**src/rtl/inta_ack_sequencer_pkg.sv**
```systemverilog
// Shared definitions for the interrupt-acknowledge sequencer: FSM encoding,
// IR id geometry and the one-hot helper used for ISR/IRR updates.
package inta_ack_sequencer_pkg;

    localparam int ID_W             = 3;
    localparam int NUM_IR           = 8;
    localparam int SPURIOUS_DEFAULT = 7;

    typedef enum logic [2:0] {
        ST_IDLE  = 3'd0,
        ST_PEND  = 3'd1,
        ST_ACK1  = 3'd2,
        ST_WAIT2 = 3'd3,
        ST_ACK2  = 3'd4
    } state_t;

    // Bit i of the result (ascending range, bit 0 leftmost) is IR level i.
    function automatic logic [0:NUM_IR-1] ir_onehot(input logic [0:ID_W-1] id);
        logic [0:NUM_IR-1] v;
        v     = '0;
        v[id] = 1'b1;
        return v;
    endfunction

endpackage

```
**src/rtl/inta_edge_sync.sv**
```systemverilog
// Synchronizes the asynchronous INTA# strobe and produces one-cycle fall/rise
// event pulses from the synchronized level.
module inta_edge_sync #(
    parameter int SYNC_STAGES = 2
) (
    input  logic clk,
    input  logic reset,
    input  logic inta_n,
    output logic fall,
    output logic rise
);

    logic [SYNC_STAGES-1:0] sync_reg;
    logic                   edge_reg;
    logic                   level;

    // Reset to the idle (high) level so release of reset never looks like a fall.
    always_ff @(posedge clk or posedge reset) begin
        if (reset) begin
            sync_reg <= '1;
            edge_reg <= 1'b1;
        end else begin
            sync_reg <= {sync_reg[SYNC_STAGES-2:0], inta_n};
            edge_reg <= sync_reg[SYNC_STAGES-1];
        end
    end

    assign level = sync_reg[SYNC_STAGES-1];
    assign fall  = edge_reg & ~level;
    assign rise  = ~edge_reg & level;

endmodule

```
**src/rtl/inta_ack_sequencer.sv**
```systemverilog
// 8086-mode interrupt-acknowledge responder: raises INT, latches the winning IR
// on INTA#1, drives the vector on INTA#2, and maintains ISR with EOI/AEOI.
module inta_ack_sequencer
    import inta_ack_sequencer_pkg::*;
#(
    parameter int SYNC_STAGES = 2,
    parameter int SPURIOUS_ID = SPURIOUS_DEFAULT
) (
    input  logic        clk,
    input  logic        reset,
    input  logic        start_interrupt_flag,
    input  logic [0:2]  current_highest_priority_id,
    input  logic        inta_n,
    input  logic [0:4]  vector_base,
    input  logic        auto_eoi,
    input  logic        eoi_valid,
    input  logic        eoi_specific,
    input  logic [0:2]  eoi_level,
    input  logic [0:2]  eoi_nonspecific_id,
    output logic        int_out,
    output logic [0:7]  isr,
    output logic [0:7]  irr_clear,
    output logic [0:7]  data_out,
    output logic        data_oe
);

    localparam logic [0:ID_W-1] SPUR_ID = ID_W'(SPURIOUS_ID);

    logic inta_fall;
    logic inta_rise;

    state_t              state_reg,     state_next;
    logic                int_out_reg,   int_out_next;
    logic [0:NUM_IR-1]   isr_reg,       isr_next;
    logic [0:NUM_IR-1]   irr_clear_reg, irr_clear_next;
    logic [0:7]          data_out_reg,  data_out_next;
    logic                data_oe_reg,   data_oe_next;
    logic [0:ID_W-1]     id_reg,        id_next;
    logic                spurious_reg,  spurious_next;
    logic [0:NUM_IR-1]   isr_set;
    logic [0:NUM_IR-1]   isr_clr;

    inta_edge_sync #(
        .SYNC_STAGES(SYNC_STAGES)
    ) u_edge_sync (
        .clk    (clk),
        .reset  (reset),
        .inta_n (inta_n),
        .fall   (inta_fall),
        .rise   (inta_rise)
    );

    always_comb begin
        state_next     = state_reg;
        int_out_next   = int_out_reg;
        id_next        = id_reg;
        spurious_next  = spurious_reg;
        data_out_next  = data_out_reg;
        data_oe_next   = data_oe_reg;
        irr_clear_next = '0;
        isr_set        = '0;
        isr_clr        = '0;

        case (state_reg)
            ST_IDLE: begin
                if (start_interrupt_flag) begin
                    state_next   = ST_PEND;
                    int_out_next = 1'b1;
                end
            end
            ST_PEND: begin
                // The fall event takes precedence: a flag dropping in the same
                // cycle yields a spurious acknowledge rather than a silent abort.
                if (inta_fall) begin
                    state_next   = ST_ACK1;
                    int_out_next = 1'b0;
                    if (start_interrupt_flag) begin
                        id_next        = current_highest_priority_id;
                        spurious_next  = 1'b0;
                        isr_set        = ir_onehot(current_highest_priority_id);
                        irr_clear_next = ir_onehot(current_highest_priority_id);
                    end else begin
                        id_next       = SPUR_ID;
                        spurious_next = 1'b1;
                    end
                end else if (!start_interrupt_flag) begin
                    state_next   = ST_IDLE;
                    int_out_next = 1'b0;
                end
            end
            ST_ACK1: begin
                if (inta_rise) begin
                    state_next = ST_WAIT2;
                end
            end
            ST_WAIT2: begin
                if (inta_fall) begin
                    state_next    = ST_ACK2;
                    data_out_next = {vector_base, id_reg};
                    data_oe_next  = 1'b1;
                end
            end
            ST_ACK2: begin
                if (inta_rise) begin
                    state_next    = ST_IDLE;
                    data_out_next = '0;
                    data_oe_next  = 1'b0;
                    if (auto_eoi && !spurious_reg) begin
                        isr_clr = ir_onehot(id_reg);
                    end
                end
            end
            default: begin
                state_next = ST_IDLE;
            end
        endcase

        if (eoi_valid) begin
            isr_clr = isr_clr | ir_onehot(eoi_specific ? eoi_level : eoi_nonspecific_id);
        end

        // Set is applied after clear so a same-bit collision keeps the bit in service.
        isr_next = (isr_reg & ~isr_clr) | isr_set;
    end

    always_ff @(posedge clk or posedge reset) begin
        if (reset) begin
            state_reg     <= ST_IDLE;
            int_out_reg   <= 1'b0;
            isr_reg       <= '0;
            irr_clear_reg <= '0;
            data_out_reg  <= '0;
            data_oe_reg   <= 1'b0;
            id_reg        <= '0;
            spurious_reg  <= 1'b0;
        end else begin
            state_reg     <= state_next;
            int_out_reg   <= int_out_next;
            isr_reg       <= isr_next;
            irr_clear_reg <= irr_clear_next;
            data_out_reg  <= data_out_next;
            data_oe_reg   <= data_oe_next;
            id_reg        <= id_next;
            spurious_reg  <= spurious_next;
        end
    end

    assign int_out   = int_out_reg;
    assign isr       = isr_reg;
    assign irr_clear = irr_clear_reg;
    assign data_out  = data_out_reg;
    assign data_oe   = data_oe_reg;

endmodule

```
**config.mk**
```make
export PLATFORM = sky130hd
export DESIGN_NAME = inta_ack_sequencer
export DESIGN_NICKNAME = d
export VERILOG_FILES = /design/src/rtl/inta_ack_sequencer_pkg.sv /design/src/rtl/inta_edge_sync.sv /design/src/rtl/inta_ack_sequencer.sv
export SDC_FILE = /design/constraint.sdc
export NUM_CORES = 1
export LEC_CHECK = 0
export ABC_AREA = 0
export BUFFER_PORTS_ARGS = -buffer_cell sky130_fd_sc_hd__clkbuf_2
export CORE_UTILIZATION = 32
export CTS_CLUSTER_DIAMETER = 100
export DETAILED_ROUTE_END_ITERATION = 10
export SYNTH_ARGS = -nofsm -noshare
export SYNTH_HDL_FRONTEND = slang
export SYNTH_SLANG_ARGS = --single-unit
```
**constraint.sdc**
```tcl
create_clock -name clk -period 1.52 [get_ports clk]
set_input_delay 0.228 -clock clk [delete_from_list [all_inputs] [get_ports clk]]
set_output_delay 0.228 -clock clk [all_outputs]
set_load 0.01 [all_outputs]
```
; Word level (Yosys, flattened, before mapping)
; Cells that the tools add are included.
[classes]
reduce_logical = 12
n_eq_ne = 9
order_cmp = 6
muxes = 33
bitwise = 11
[ops]
columns = op, n
row1 = $mux 8, 9
row2 = $mux 3, 8
row3 = $or 8x8->8, 2
row4 = $pmux 8 s2, 1
row5 = $pmux 3 s5, 1
row6 = $ge 4x4->1 const B, 3
row7 = $lt 4x1->1 const B, 3
row8 = $not 3->4, 3
row9 = $demux 1 s3, 3
row10 = $mux 1, 9
row11 = $and 8x8->8, 1
row12 = $ne 2x2->1 const B, 4
row13 = $not 8->8, 1
row14 = $eq 3x2->1 const B, 2
row15 = $reduce_and 3->1, 2
row16 = $reduce_and 5->1, 1
row17 = $logic_and 1x1->1, 4
row18 = $pmux 1 s2, 2
row19 = $reduce_bool 2->1, 2
row20 = $eq 3x1->1 const B, 1
row21 = $eq 3x3->1 const B, 1
row22 = $logic_not 3->1, 1
row23 = $ne 3x3->1 const B, 1
row24 = $and 1x1->1, 2
row25 = 3 further kinds, 4
[totals]
in_bits = 21
regBits = 36
out_inout_bits = 26

; Longest topological paths before layout
; Gate-level depths: netlist (run 1).
[depth]
word_depth = 13
ltp_mapped = 6
mapped_depth_nobuf = 4

; Modules after synthesis
; Synthesis (run 1) repeated with hierarchy kept, for this count alone.
[hier_totals]
cells_unflattened = 142
hier_area_um2 = 1611.5
[modules_own_cells]
columns = mod, area_per_inst_um2, seq_area_each_um2, instances, cells_each
row1 = inta_ack_sequencer, 1514.0, 825.8, 1, 136
row2 = inta_edge_sync, 97.6, 78.8, 1, 6

; Worst setup path after synthesis (run 1)
; No wires, ideal clock.
[synth_path]
path_kind = register to register
from = register u_edge_sync.edge_reg
to = register data_out_reg (netlist bit data_out[0])
synth_period_minus_slack_ns = 1.421
t_arrival_ns = 1.300
path_stages_with_launch = 5
slack_ns = 0.099
path_cell_list = dfstp_2 -> nand2_1 -> nor4_4 -> a21oi_4 -> a22o_1
[synth_between]
elab_chain_len = 4
[synth_lines]
columns = element, line
row1 = start: declaration, inta_edge_sync.sv:14  ; logic edge_reg;
row2 = start signal: assignment, inta_edge_sync.sv:24  ; edge_reg <= sync_reg[SYNC_STAGES-1];
row3 = $not 1->1, inta_edge_sync.sv:30  ; assign rise = ~edge_reg & level;
row4 = $and 1x1->1, inta_edge_sync.sv:30
row5 = $ne 2x2->1 (no source line), -
row6 = $reduce_and 3->1 (no source line) (*), -
row7 = end signal: assignment, inta_ack_sequencer.sv:141  ; data_out_reg <= data_out_next;
row8 = end: declaration, inta_ack_sequencer.sv:36  ; logic [0:7] data_out_reg, data_out_next;
; Every way passes the cells marked *; elsewhere a longest branch is shown, timed or not.
; A chain may end at the register's enable or synchronous reset.

; Worst setup path after layout (run 1)
[layout_path]
from = register u_edge_sync.edge_reg
to = register data_out_reg (netlist bit data_out[6])
; The elaborated chain is that of the path after synthesis.

==> impl_metrics.ini, run 1 <==
[power]
powerDensity_mw_per_mm2 = 1450
p_total_mw = 2.91
p_leak_nw = 0.992
peakVddDrop_v = 0.000718

[clocking]
htree_levels = 2
cts_tree = yes
post_cts_resized = 0
cts.sinks = 36
cts_made_buffers = 5
clockBufferDepth = 2
cts_root_buffer = clkbuf_8
clk_pin_slew_worst_paths_ns = 0.07
hold_buffers = 0
post_cts_buffers = 0
insertion_delay_ns = 0.28

[timing]
setup-tns-final_ns = 0
worst_slew_pin_slew_ns = 0.452
finalCritPeriodShare = 0.931
final_hold_viol_count = 0
relSlewSlack = 0.699
slew_viol_final = 0
fin_skew_ns = 0.00611
hold_slack_ns = 0.0166
setup_viol = 0
fin_crit_ns = 1.41
max_freq_ghz = 0.707

[cells_and_area]
n_fill_cell = 479
area_growth_pct = 28.0
fin_cells = 264
antenna_cells = 0
final_nets = 218
drive_gt1_frac = 0.365

[job]
maxCapViolCount = 0

[logic_synthesis]
yosys-top-cells-area = dfrtp_1, dfstp_2, a22o_1
yosysWarnings = 0
ys.flop_type = dfrtp_1
synthCells = 140
synth_edf_count = 0
yosysTopAreaCell = dfrtp_1
synth_seq_area_share = 0.577
syn_area_per_cell_um2 = 11.2
synth_nets = 161
async_reset_ff_frac = 1.00
synth_top_area_frac = 0.526
synth_area_mm2 = 0.00157
ys_ff_latch = 36
yosysUniqueCellTypes = 40
synth_most_common_cell = dfrtp_1
ys_top_cells_by_count = dfrtp_1, nor2_1, inv_1

[drt]
routedWlPerCell_um = 13.5
totalWireLength_um = 3570
ant_nets = 0
drtPass1Iterations = 4
viasPerCell = 4.85
dr_total_vias = 1281
drt_iter0_drc = 47
drc = 0

[global_routing]
overflow = 0
grt_pass1_vias = 1146
grtUsageTotal = 0.144
antenna_found_initial = 0
grt_max_degree = 37
grt_pass1_wl_um = 5720

[worst_setup_path]
critPathRequiredTime_ns = 1.74
cp.arrival_ns = 1.63
endpoint_kind = register
worst_setup_path_start_kind = register
cp_max_fo = 8
worstSetupPathType = register to register

[place]
dp_hpwl_um = 2600
port_buffers = 46
place_inst = 257
gp_congestion = 0.706

[die]
core_area_mm2 = 0.00472
die_area_mm2 = 0.00519
io_pins = 47
die_w_um = 72.0
start_util = 0.332
die_h_um = 72.0
num_rows = 25

[outcome]
outcome = finished clean

[min_path]
hold_class = input port to asynchronous set/reset pin
## layout by cell type (no fill, tap or decap), types with 2 or more instances in the layout
cell type,Yosys,layout
nand3_1,8,8
dfstp_2,3,3
a21oi_1,3,3
dfrtp_1,33,32
buf_4,1,8
inv_1,9,9
clkbuf_2,1,46
a22o_1,8,8
o211ai_1,6,6
nor4bb_1,2,2
nand2_1,6,6
o221ai_1,2,2
nand2b_1,2,2
nor2_1,15,15
o31ai_1,2,2
clkbuf_8,0,5
a31oi_1,3,3
o21ai_0,8,8
nor2b_1,2,2
nor3_1,4,3
o21a_1,2,2
## path summary, 6_finish.rpt
kind	start	end	slack (ns)	depth (start not counted)
max	u_edge_sync.edge_reg$_DFF_PP1_	data_out[6]$_DFFE_PP0P_	0.11	4
min	reset	data_out[0]$_DFFE_PP0P_	0.02	3
max reg2reg	u_edge_sync.edge_reg$_DFF_PP1_	data_out[6]$_DFFE_PP0P_	0.11	4
min reg2reg	u_edge_sync.sync_reg[0]$_DFF_PP1_	u_edge_sync.sync_reg[1]$_DFF_PP1_	0.36	0
max in group asynchronous	reset	u_edge_sync.sync_reg[0]$_DFF_PP1_	1.17	3
min in group clk	inta_n	u_edge_sync.sync_reg[0]$_DFF_PP1_	0.02	1
## layer usage
layer / wire (um) / GRT usage / up-vias
met4: 42 / 0.0392 / 0
met3: 190 / 0.0444 / 6
met1: 1670 / 0.189 / 601
met2: 1670 / 0.231 / 44
li1: - / - / 630
met5: 0 / 0 / -
## layout make-up
type                    count  area [um2]  share of cell area
clock buffers               6        72.6              0.0361
clock inverters             1        5.00             0.00249
inverters                  10        40.0              0.0199
multi-input cells          90         611               0.304
flip-flops and latches     36         906               0.451
well taps                  67        83.8              0.0417
repair buffers             54         290               0.145
## through the flow
stage | util | instance area (um2) | setup WS [ns]
after floorplan | - | 1570 | 0.0991
after global placement | 0.405 | 1910 | 0.0640
after detailed placement | 0.405 | 1910 | 0.0651
after CTS | 0.422 | 1990 | 0.0351
after global routing | 0.425 | 2010 | -0.0110
final | 0.425 | 2010 | 0.106
## cells by family (layout without fill, tap and decap cells)
group / Yosys count / after routing / share of synthesized area
DFF: 36 / 36 / 0.577
and+or+nand+nor: 47 / 47 / 0.172
xor gates and xnor gates: 1 / 1 / 0.00558
muxes: 2 / 2 / 0.0136
buffers and inverters: 14 / 71 / 0.0439
AOI/OAI and AO/OA: 40 / 40 / 0.188
## worst max-delay path, stage by stage (launching register included)
cell,delay (ns)
dfstp_2,0.55
and4bb_2,0.26
buf_4,0.14
a21oi_4,0.22
a22o_1,0.17
## where the power goes
group | internal, mW | leakage, nW | switching, mW
clock network | 0.311 | 0.0410 | 0.322
logic | 0.405 | 0.500 | 0.446
registers | 1.21 | 0.451 | 0.225
Note: power is estimated with default switching activity, not from simulation.
==> run 2: changes to the inputs <==
- SYNTH_HIERARCHICAL: not set -> 1
==> impl_metrics.ini, run 2 <==
[clocking]
cts_root_buffer = clkbuf_8
cts_made_buffers = 5
cts_tree = yes
cts.sinks = 36
clockBufferDepth = 2
htree_levels = 2
clk_pin_slew_worst_paths_ns = 0.07
post_cts_buffers = 0
insertion_delay_ns = 0.29

[worst_setup_path]
timing.rr.start = u_edge_sync/edge_reg$_DFF_PP1_
endpoint_kind = register
critical_path.top_delay_family = flip-flops
path_buf_inv = 0
crit_chain = nor2b_2 > and4bb_4 > mux2_2
critPathRequiredTime_ns = 1.69
crit_path_top_delay_cell = dfstp_2
worstSetupPathType = register to register
cpPeakStageDelay_ns = 0.53
cp_max_fo = 4
worstSetupStartpoint = u_edge_sync/edge_reg$_DFF_PP1_
cp.arrival_ns = 1.66
worst_setup_path_start_kind = register

[global_routing]
grtUsageTotal = 0.149
grt_pass1_vias = 1243
grt_max_degree = 34
antenna_found_initial = 0
overflow = 0
grt_pass1_wl_um = 5900

[drt]
wl_met2_um = 1580
wl_met1_um = 1780
drt_iter0_drc = 114
totalWireLength_um = 3610
top_layer = met4
drtPass1Iterations = 5
dr_total_vias = 1287
viasPerCell = 4.84
routedWlPerCell_um = 13.6
drc = 0
dr_wl_met3_um = 188
ant_nets = 0

[die]
start_util = 0.337
core_area_mm2 = 0.00479
die_w_um = 73.0
die_h_um = 73.0
io_pins = 47
num_rows = 25
die_area_mm2 = 0.00532

[logic_synthesis]
ys_ff_latch = 36
yosysUniqueCellTypes = 39
synth_top_area_frac = 0.512
yosys-top-cells-area = dfrtp_1, dfstp_2, a22o_1
async_reset_ff_frac = 1.00
ys.flop_type = dfrtp_1
synth_nets = 163
synthCells = 142
synth_seq_area_share = 0.561
syn_area_per_cell_um2 = 11.3
synth_area_mm2 = 0.00161
synth_most_common_cell = dfrtp_1
ys_top_cells_by_count = dfrtp_1, inv_1, nor2_1, a22o_1, o32ai_1
yosysTopAreaCell = dfrtp_1
synth_edf_count = 0
yosysWarnings = 6

[cells_and_area]
antenna_cells = 0
fin_cells = 266
final_common_cell = clkbuf_2
fin_util = 0.439
area_growth_pct = 30.4
final_nets = 219
drive_gt1_frac = 0.377
mostFrequentLayoutCells = clkbuf_2, dfrtp_1, inv_1

[min_path]
hold_class = input port to register
min_from = inta_n

[timing]
rsz0062_at_grt = true
setup_viol = 0
relSlewSlack = 0.721
slew_viol_final = 0
setup-tns-final_ns = 0
final_hold_viol_count = 0
worst_slew_pin_slew_ns = 0.419
max_freq_ghz = 0.672
finalCritPeriodShare = 0.978
fin_skew_ns = 0.00404
fin_crit_ns = 1.49

[power]
p_total_mw = 3.08
p_leak_nw = 1.03
powerDensity_mw_per_mm2 = 1470
peakVddDrop_v = 0.000661

[place]
dp_hpwl_um = 2620
port_buffers = 46
gp_congestion = 0.713
place_inst = 257

[job]
maxCapViolCount = 0

[outcome]
outcome = finished clean
[run 2: changes by cell type after synthesis, sizes merged, moves of 4 or more]
cell    delta
a211oi     +6
inv        +4
nand3      -6
o211ai     -6
o21ai      -5
o32ai      +8
[run 2: kinds of logic after synthesis]
| family | Yosys count | synth area share |
|---|---|---|
| and+or+nand+nor | 49 | 0.185 |
| muxes | 3 | 0.0202 |
| DFF | 36 | 0.561 |
| xor gates and xnor gates | 1 | 0.00544 |
| AOI/OAI and AO/OA | 34 | 0.167 |
| buffers and inverters | 19 | 0.0613 |
[run 2: worst reg2reg max path, stage by stage (launching register included)]
cell	delay (ns)
dfstp_2	0.53
nor2b_2	0.19
and4bb_4	0.32
mux2_2	0.34
[run 2: layout make-up]
type	instances	area [um2]
clock buffer	6	72.6
timing repair buffer	54	309
sequential	36	905
tap	67	83.8
inverter	14	52.6
fill	469	2690
multi-input combinational	87	643
clock inverter	2	35.0
[run 2: where the power goes]
group          switching, mW  internal [mW]  total (mW)
clock                  0.348          0.487       0.835
combinational          0.399          0.427       0.825
sequential             0.212           1.21        1.42
[run 2: path summary, 6_finish.rpt]
| path | endpoint | slack, ns | cells past startpoint |
|---|---|---|---|
| worst max register to register | spurious_reg$_DFFE_PP0P_ | 0.03 | 3 |
| min in group asynchronous | u_edge_sync/sync_reg[1]$_DFF_PP1_ | 0.53 | 3 |
| worst min-delay path | u_edge_sync/sync_reg[0]$_DFF_PP1_ | 0.02 | 1 |
| worst min register to register | u_edge_sync/sync_reg[1]$_DFF_PP1_ | 0.36 | 0 |
| max in group asynchronous | isr[3]$_DFF_PP0_ | 0.65 | 4 |
| worst max-delay path | spurious_reg$_DFFE_PP0P_ | 0.03 | 3 |
[run 2: repair_timing]
item                       CTS  global route
resized for setup            2             6
hold buffers                 1             0
pin swaps                    0             2
setup endpoints to repair   16            26
hold endpoints to repair     3             0
[run 2: metrics by stage]
step / setup slack, ns / area, um2 / hold slack (ns)
after global routing: -0.0496 / 2100 / 0.0145
after detailed placement: -0.0521 / 1940 / 0.292
final: 0.0329 / 2100 / 0.0195
after CTS: -0.00108 / 2060 / 0.0156
after global placement: 0.0115 / 1940 / 0.275
after floorplan: 0.0567 / 1610 / 0.161
[run 2: routing by layer]
layer / vias to the layer above / track usage
met3: 7 / 0.0525
li1: 629 / -
met1: 612 / 0.209
met5: - / 0
met4: 0 / 0.0588
met2: 39 / 0.211
